--- src/rtl/axi_lite_manager.sv ---
// AXI4-Lite manager: turns one valid/ready command into a single AXI4-Lite read or write
// and returns the data and response on a valid/ready response port. One transaction at a time.
module axi_lite_manager #(
  parameter int ADDR_WIDTH = 32
) (
  input  logic                  aclk,
  input  logic                  aresetn,
  input  logic                  cmd_valid,
  output logic                  cmd_ready,
  input  logic                  cmd_write,
  input  logic [ADDR_WIDTH-1:0] cmd_addr,
  input  logic [31:0]           cmd_wdata,
  input  logic [3:0]            cmd_wstrb,
  output logic                  rsp_valid,
  input  logic                  rsp_ready,
  output logic [31:0]           rsp_rdata,
  output logic [1:0]            rsp_resp,
  output logic                  busy,
  output logic                  err,
  output logic [2:0]            dbg_state,
  output logic [ADDR_WIDTH-1:0] m_axi_lite_awaddr,
  output logic [2:0]            m_axi_lite_awprot,
  output logic                  m_axi_lite_awvalid,
  input  logic                  m_axi_lite_awready,
  output logic [31:0]           m_axi_lite_wdata,
  output logic [3:0]            m_axi_lite_wstrb,
  output logic                  m_axi_lite_wvalid,
  input  logic                  m_axi_lite_wready,
  input  logic [1:0]            m_axi_lite_bresp,
  input  logic                  m_axi_lite_bvalid,
  output logic                  m_axi_lite_bready,
  output logic [ADDR_WIDTH-1:0] m_axi_lite_araddr,
  output logic [2:0]            m_axi_lite_arprot,
  output logic                  m_axi_lite_arvalid,
  input  logic                  m_axi_lite_arready,
  input  logic [31:0]           m_axi_lite_rdata,
  input  logic [1:0]            m_axi_lite_rresp,
  input  logic                  m_axi_lite_rvalid,
  output logic                  m_axi_lite_rready
);

  // Handshake rule on every port: a transfer happens on a rising edge where valid and ready
  // are both high; valids here are registered, never derived from a ready, and once raised
  // stay high until that transfer.
  typedef enum logic [2:0] {
    S_IDLE  = 3'd0,
    S_WADDR = 3'd1,
    S_WRESP = 3'd2,
    S_RADDR = 3'd3,
    S_RDATA = 3'd4,
    S_DONE  = 3'd5
  } state_t;

  state_t state;

  assign busy              = (state != S_IDLE);
  assign dbg_state         = state;
  assign m_axi_lite_awprot = 3'b000;
  assign m_axi_lite_arprot = 3'b000;

  always_ff @(posedge aclk or negedge aresetn) begin
    if (!aresetn) begin
      state              <= S_IDLE;
      cmd_ready          <= 1'b0;
      rsp_valid          <= 1'b0;
      rsp_rdata          <= '0;
      rsp_resp           <= '0;
      err                <= 1'b0;
      m_axi_lite_awaddr  <= '0;
      m_axi_lite_awvalid <= 1'b0;
      m_axi_lite_wdata   <= '0;
      m_axi_lite_wstrb   <= '0;
      m_axi_lite_wvalid  <= 1'b0;
      m_axi_lite_bready  <= 1'b0;
      m_axi_lite_araddr  <= '0;
      m_axi_lite_arvalid <= 1'b0;
      m_axi_lite_rready  <= 1'b0;
    end else begin
      case (state)
        S_IDLE: begin
          if (cmd_ready && cmd_valid) begin
            cmd_ready <= 1'b0;
            err       <= 1'b0;
            if (cmd_write) begin
              m_axi_lite_awaddr  <= cmd_addr;
              m_axi_lite_wdata   <= cmd_wdata;
              m_axi_lite_wstrb   <= cmd_wstrb;
              m_axi_lite_awvalid <= 1'b1;
              m_axi_lite_wvalid  <= 1'b1;
              m_axi_lite_bready  <= 1'b1;
              state              <= S_WADDR;
            end else begin
              m_axi_lite_araddr  <= cmd_addr;
              m_axi_lite_arvalid <= 1'b1;
              m_axi_lite_rready  <= 1'b1;
              state              <= S_RADDR;
            end
          end else begin
            cmd_ready <= 1'b1;
          end
        end

        // AW and W retire independently; leave once neither is still outstanding.
        S_WADDR: begin
          if (m_axi_lite_awready) m_axi_lite_awvalid <= 1'b0;
          if (m_axi_lite_wready)  m_axi_lite_wvalid  <= 1'b0;
          if ((!m_axi_lite_awvalid || m_axi_lite_awready) &&
              (!m_axi_lite_wvalid  || m_axi_lite_wready))
            state <= S_WRESP;
        end

        S_WRESP: begin
          if (m_axi_lite_bvalid) begin
            rsp_rdata         <= '0;
            rsp_resp          <= m_axi_lite_bresp;
            if (m_axi_lite_bresp != 2'b00) err <= 1'b1;
            m_axi_lite_bready <= 1'b0;
            rsp_valid         <= 1'b1;
            state             <= S_DONE;
          end
        end

        S_RADDR: begin
          if (m_axi_lite_arready) begin
            m_axi_lite_arvalid <= 1'b0;
            state              <= S_RDATA;
          end
        end

        S_RDATA: begin
          if (m_axi_lite_rvalid) begin
            rsp_rdata         <= m_axi_lite_rdata;
            rsp_resp          <= m_axi_lite_rresp;
            if (m_axi_lite_rresp != 2'b00) err <= 1'b1;
            m_axi_lite_rready <= 1'b0;
            rsp_valid         <= 1'b1;
            state             <= S_DONE;
          end
        end

        S_DONE: begin
          if (rsp_ready) begin
            rsp_valid <= 1'b0;
            cmd_ready <= 1'b1;
            state     <= S_IDLE;
          end
        end

        default: begin
          cmd_ready          <= 1'b0;
          rsp_valid          <= 1'b0;
          m_axi_lite_awvalid <= 1'b0;
          m_axi_lite_wvalid  <= 1'b0;
          m_axi_lite_bready  <= 1'b0;
          m_axi_lite_arvalid <= 1'b0;
          m_axi_lite_rready  <= 1'b0;
          state              <= S_IDLE;
        end
      endcase
    end
  end

endmodule

--- config.mk ---
export PLATFORM = sky130hd
export DESIGN_NAME = axi_lite_manager
export DESIGN_NICKNAME = d
export VERILOG_FILES = /design/src/rtl/axi_lite_manager.sv
export SDC_FILE = /design/constraint.sdc
export NUM_CORES = 1
export LEC_CHECK = 0
export BUFFER_PORTS_ARGS = -buffer_cell sky130_fd_sc_hd__buf_2
export CAP_MARGIN = 5
export CORE_AREA = 2 2 111 113
export DETAILED_ROUTE_END_ITERATION = 7
export DIE_AREA = 0 0 113 115
export PLACE_DENSITY_LB_ADDON = 0.05
export SYNTH_ARGS = -nofsm -noshare
export SYNTH_HDL_FRONTEND = slang
export SYNTH_SLANG_ARGS = --single-unit
--- constraint.sdc ---
create_clock -name aclk -period 5 [get_ports aclk]
set_input_delay 0.5 -clock aclk [delete_from_list [all_inputs] [get_ports aclk]]
set_output_delay 0.5 -clock aclk [all_outputs]
set_load 0.01 [all_outputs]
==> PnR_summary.wiki <==
{| class="wikitable"
! Metric !! Value
|-
| Result of the run || complete, but fails checks
|-
| Violated checks || design-rule violations
|-
| Leading cell types in the layout, fill and taps excluded || sky130_fd_sc_hd__buf_2, sky130_fd_sc_hd__dfrtp_1, sky130_fd_sc_hd__mux2_2
|-
| Number of buffers added to fix hold violations after cts || 0
|-
| Worst slew margin || between 10% and 20%
|-
| Die Area || 0.0130 mm2
|-
| Number of gates given a new drive strength after cts || 0
|-
| First DRT Iteration DRCs || approximately 350
|-
| Critical path arrival || 3250 ps
|-
| Grt total ovfl || 0
|-
| CP Cell Sequence || nand3b_4, nor3_2, nand2_2, buf_4, mux2_2
|-
| Placer congestion estimate || between 0.8 and 0.9
|-
| Gate Count Post-Synth || 441
|-
| Die extent in x || approximately 110 um
|-
| Total power || approximately 0.0052 W
|-
| CP Capture Type || flip-flop
|-
| Post-DP HPWL || slightly below 10000 um
|-
| Die height || around 120 um
|-
| Post-detailed-route DRC marker count || 20
|-
| Syn. warnings || 0
|-
| Initial antenna violation count || 1
|-
| # placed instances || between 800 and 900
|-
| Area share of the leading cell type in the synthesized netlist || between 60% and 70%
|-
| Final-layout worst hold slack || 158 ps
|-
| # nets final || about 800
|-
| Clock tree from TritonCTS || built
|-
| Achievable frequency || 339 MHz
|-
| Total of endpoints with negative setup slack in the final report || 0
|-
| Sink Count || about 150
|-
| Clock Skews || approximately 5 ps
|-
| Growth of design area from synthesis to finish || 33.1%
|-
| Slew of the pin with the lowest slew margin || between 1000 and 1500 ps
|-
| Total vias in the final route || 4261
|-
| Leading register cell type out of synthesis || sky130_fd_sc_hd__dfrtp_1
|-
| Ratio of cells with drive above 1 in the final layout || a little under three fifths
|-
| Required @ worst endpoint || between 5000 and 6000 ps
|-
| Worst hold path type || in -> async
|-
| Drt wl/cell || 16.3 um
|-
| Biggest area consumer among synthesized cells || sky130_fd_sc_hd__dfrtp_1
|-
| Share of synthesized registers carrying an async set or reset || 100%
|-
| Leading cell types by total area after synthesis || sky130_fd_sc_hd__dfrtp_1, sky130_fd_sc_hd__mux2_2, sky130_fd_sc_hd__mux2_4, sky130_fd_sc_hd__nand2_1, sky130_fd_sc_hd__o21ai_0
|-
| Cell area after layout || 0.00789 mm2
|-
| Inserted Clock Buffers || 17
|-
| Worst Setup Start Kind || flip-flop
|-
| CP max-delay cell || sky130_fd_sc_hd__dfrtp_1
|-
| Maximum VDD drop || between 0.3 and 0.4 mV
|-
| I/O pin count || between 200 and 300
|-
| Worst-Skew Late Latency || around 410 ps
|-
| First-pass GRT wire length || roughly 22000 um
|-
| Commonest non-fill, non-tap cell in the layout || sky130_fd_sc_hd__buf_2
|-
| Instance area at placement || slightly above 0.007 mm2
|-
| Total core area || between 0.01 and 0.015 mm2
|-
| Unique masters post-synth || 42
|-
| Average cell area after synthesis || around 13 um2
|-
| Static power due to leakage || slightly above 4 nW
|-
| Initial Utilization || between 50% and 60%
|-
| Post-CTS setup-driven buffer insertion count || 0
|-
| Number of vias per cell after detailed routing || 4.98
|-
| Max cap viols || 0
|-
| Sequential fraction of the synthesis area || roughly three fifths
|-
| Crit path time final || slightly below 3000 ps
|-
| Clk Tree Root Cell || sky130_fd_sc_hd__clkbuf_16
|-
| Std cell rows || 40
|-
| FF+latch count, synth || around 150
|-
| Maximum cell stage delay along the critical path || between 700 and 800 ps
|-
| Unrepaired setup endpoints after global routing || false
|-
| First-pass detailed-route iteration total || 7
|-
| Vias in the first global route || 4328
|-
| All-Layer GR Usage || a little over a fifth
|-
| Final count of hold timing violations || 0
|-
| Top fanout value on the critical path || 42
|-
| R2R Path Start || dbg_state[2]$_DFFE_PN0P_
|-
| Post-Layout Cell Count || between 800 and 900
|-
| Total routed wirelength || approximately 14000 um
|-
| Post-route antenna net violation count || 0
|-
| Power density of the placed cells || approximately 660 mW/mm2
|-
| EDFF count, synth || 0
|-
| Timing startpoint of the critical path || dbg_state[2]$_DFFE_PN0P_
|-
| Clk pin slew, worst setup/hold paths || approximately 60 ps
|-
| Htree depth || 4
|-
| Pin count of the biggest net entering global routing || 104
|-
| Setup total negative slack || 0 ps
|-
| Buffer levels on the longest clock path || 2
|-
| Total count of max-transition violations in the final report || 0
|-
| Input/output buffers || approximately 260
|-
| Classification of the worst setup path || reg -> reg
|-
| Post-synthesis instance area || 0.00593 mm2
|-
| Fraction of the cycle the final worst path needs || between 50% and 60%
|}
==> logic make-up after synthesis <==
logic type / synth area share [%]
DFF: 61.2
and+or+nand+nor: 7.34
other: 0.0632
AOI/OAI and AO/OA: 5.82
buffers and inverters: 4.01
muxes: 21.6
==> Yosys cell counts (2+ instances only) <==
cell type	instances
sky130_fd_sc_hd__a31oi_1	2
sky130_fd_sc_hd__mux2_4	30
sky130_fd_sc_hd__buf_12	3
sky130_fd_sc_hd__nand2b_1	2
sky130_fd_sc_hd__mux2i_1	2
sky130_fd_sc_hd__a222oi_1	2
sky130_fd_sc_hd__buf_2	16
sky130_fd_sc_hd__mux2_2	70
sky130_fd_sc_hd__nor2_1	4
sky130_fd_sc_hd__dfrtp_1	145
sky130_fd_sc_hd__nor3_1	3
sky130_fd_sc_hd__nor2b_1	2
sky130_fd_sc_hd__buf_4	6
sky130_fd_sc_hd__inv_1	7
sky130_fd_sc_hd__a21oi_1	3
sky130_fd_sc_hd__nand2_1	70
sky130_fd_sc_hd__mux2_1	2
sky130_fd_sc_hd__and3b_1	2
sky130_fd_sc_hd__clkbuf_1	6
sky130_fd_sc_hd__o21ai_0	41
sky130_fd_sc_hd__nand3_1	2
==> metal layers <==
| metal | global-route usage [%] | up-vias | part of all wire, % |
|---|---|---|---|
| li1 | - | 2018 | - |
| met1 | 27.0 | 2039 | 41 |
| met2 | 35.5 | 180 | 48 |
| met3 | 7.54 | 24 | 8.8 |
| met4 | 9.35 | 0 | 2.3 |
| met5 | 0 | - | 0 |
==> critical path, delay by kind of cell, from the launching register on <==
kind / cells / cell delay (ps)
simple gates: 3 / 1120
flops: 1 / 790
buf+inv: 1 / 490
mux: 1 / 390
==> report_power, final <==
part,switching (W),internal (W)
combinational,0.000898,0.000925
sequential,0.000325,0.00170
clock,0.000484,0.000844
total,0.00171,0.00347
==> layout make-up <==
cell class                      count  area, um2
Timing Repair Buffer              262       1330
Tap cell                          147        184
Antenna cell                        1       2.50
Inverter                            7       26.3
Sequential cell                   145       3630
Fill cell                         929       3920
Clock inverter                     14        189
Clock buffer                       18        439
Multi-Input combinational cell    262       2100
==> metrics by stage <==
stage          utilization [%]  worst slack, ps
6_report                  66.8             2050
5_1_grt                   66.8             1890
4_1_cts                   66.8             2060
3_5_place_dp              61.5             2060
3_3_place_gp              61.5             2160
2_1_floorplan                -             3260
==> registers in the layout (all words and copies together) (netlist names), 2 cells and up <==
signal / cells
dbg_state: 3
m_axi_lite_araddr: 32
m_axi_lite_awaddr: 32
m_axi_lite_wdata: 32
m_axi_lite_wstrb: 4
rsp_rdata: 32
rsp_resp: 2
==> final timing paths <==
path                                                         end  slack (ps)  cells after the start
worst max register to register  m_axi_lite_awaddr[6]$_DFFE_PN0P_        2050                      5
worst min register to register         rsp_rdata[27]$_DFFE_PN0P_         470                      2
min in group aclk                  m_axi_lite_wvalid$_DFFE_PN0P_         280                      2
worst max-delay path            m_axi_lite_awaddr[6]$_DFFE_PN0P_        2050                      5
max in group asynchronous              rsp_rdata[16]$_DFFE_PN0P_        3680                      2
worst min-delay path                   rsp_rdata[28]$_DFFE_PN0P_         160                      1
Note: power is estimated with default switching activity, not from simulation.
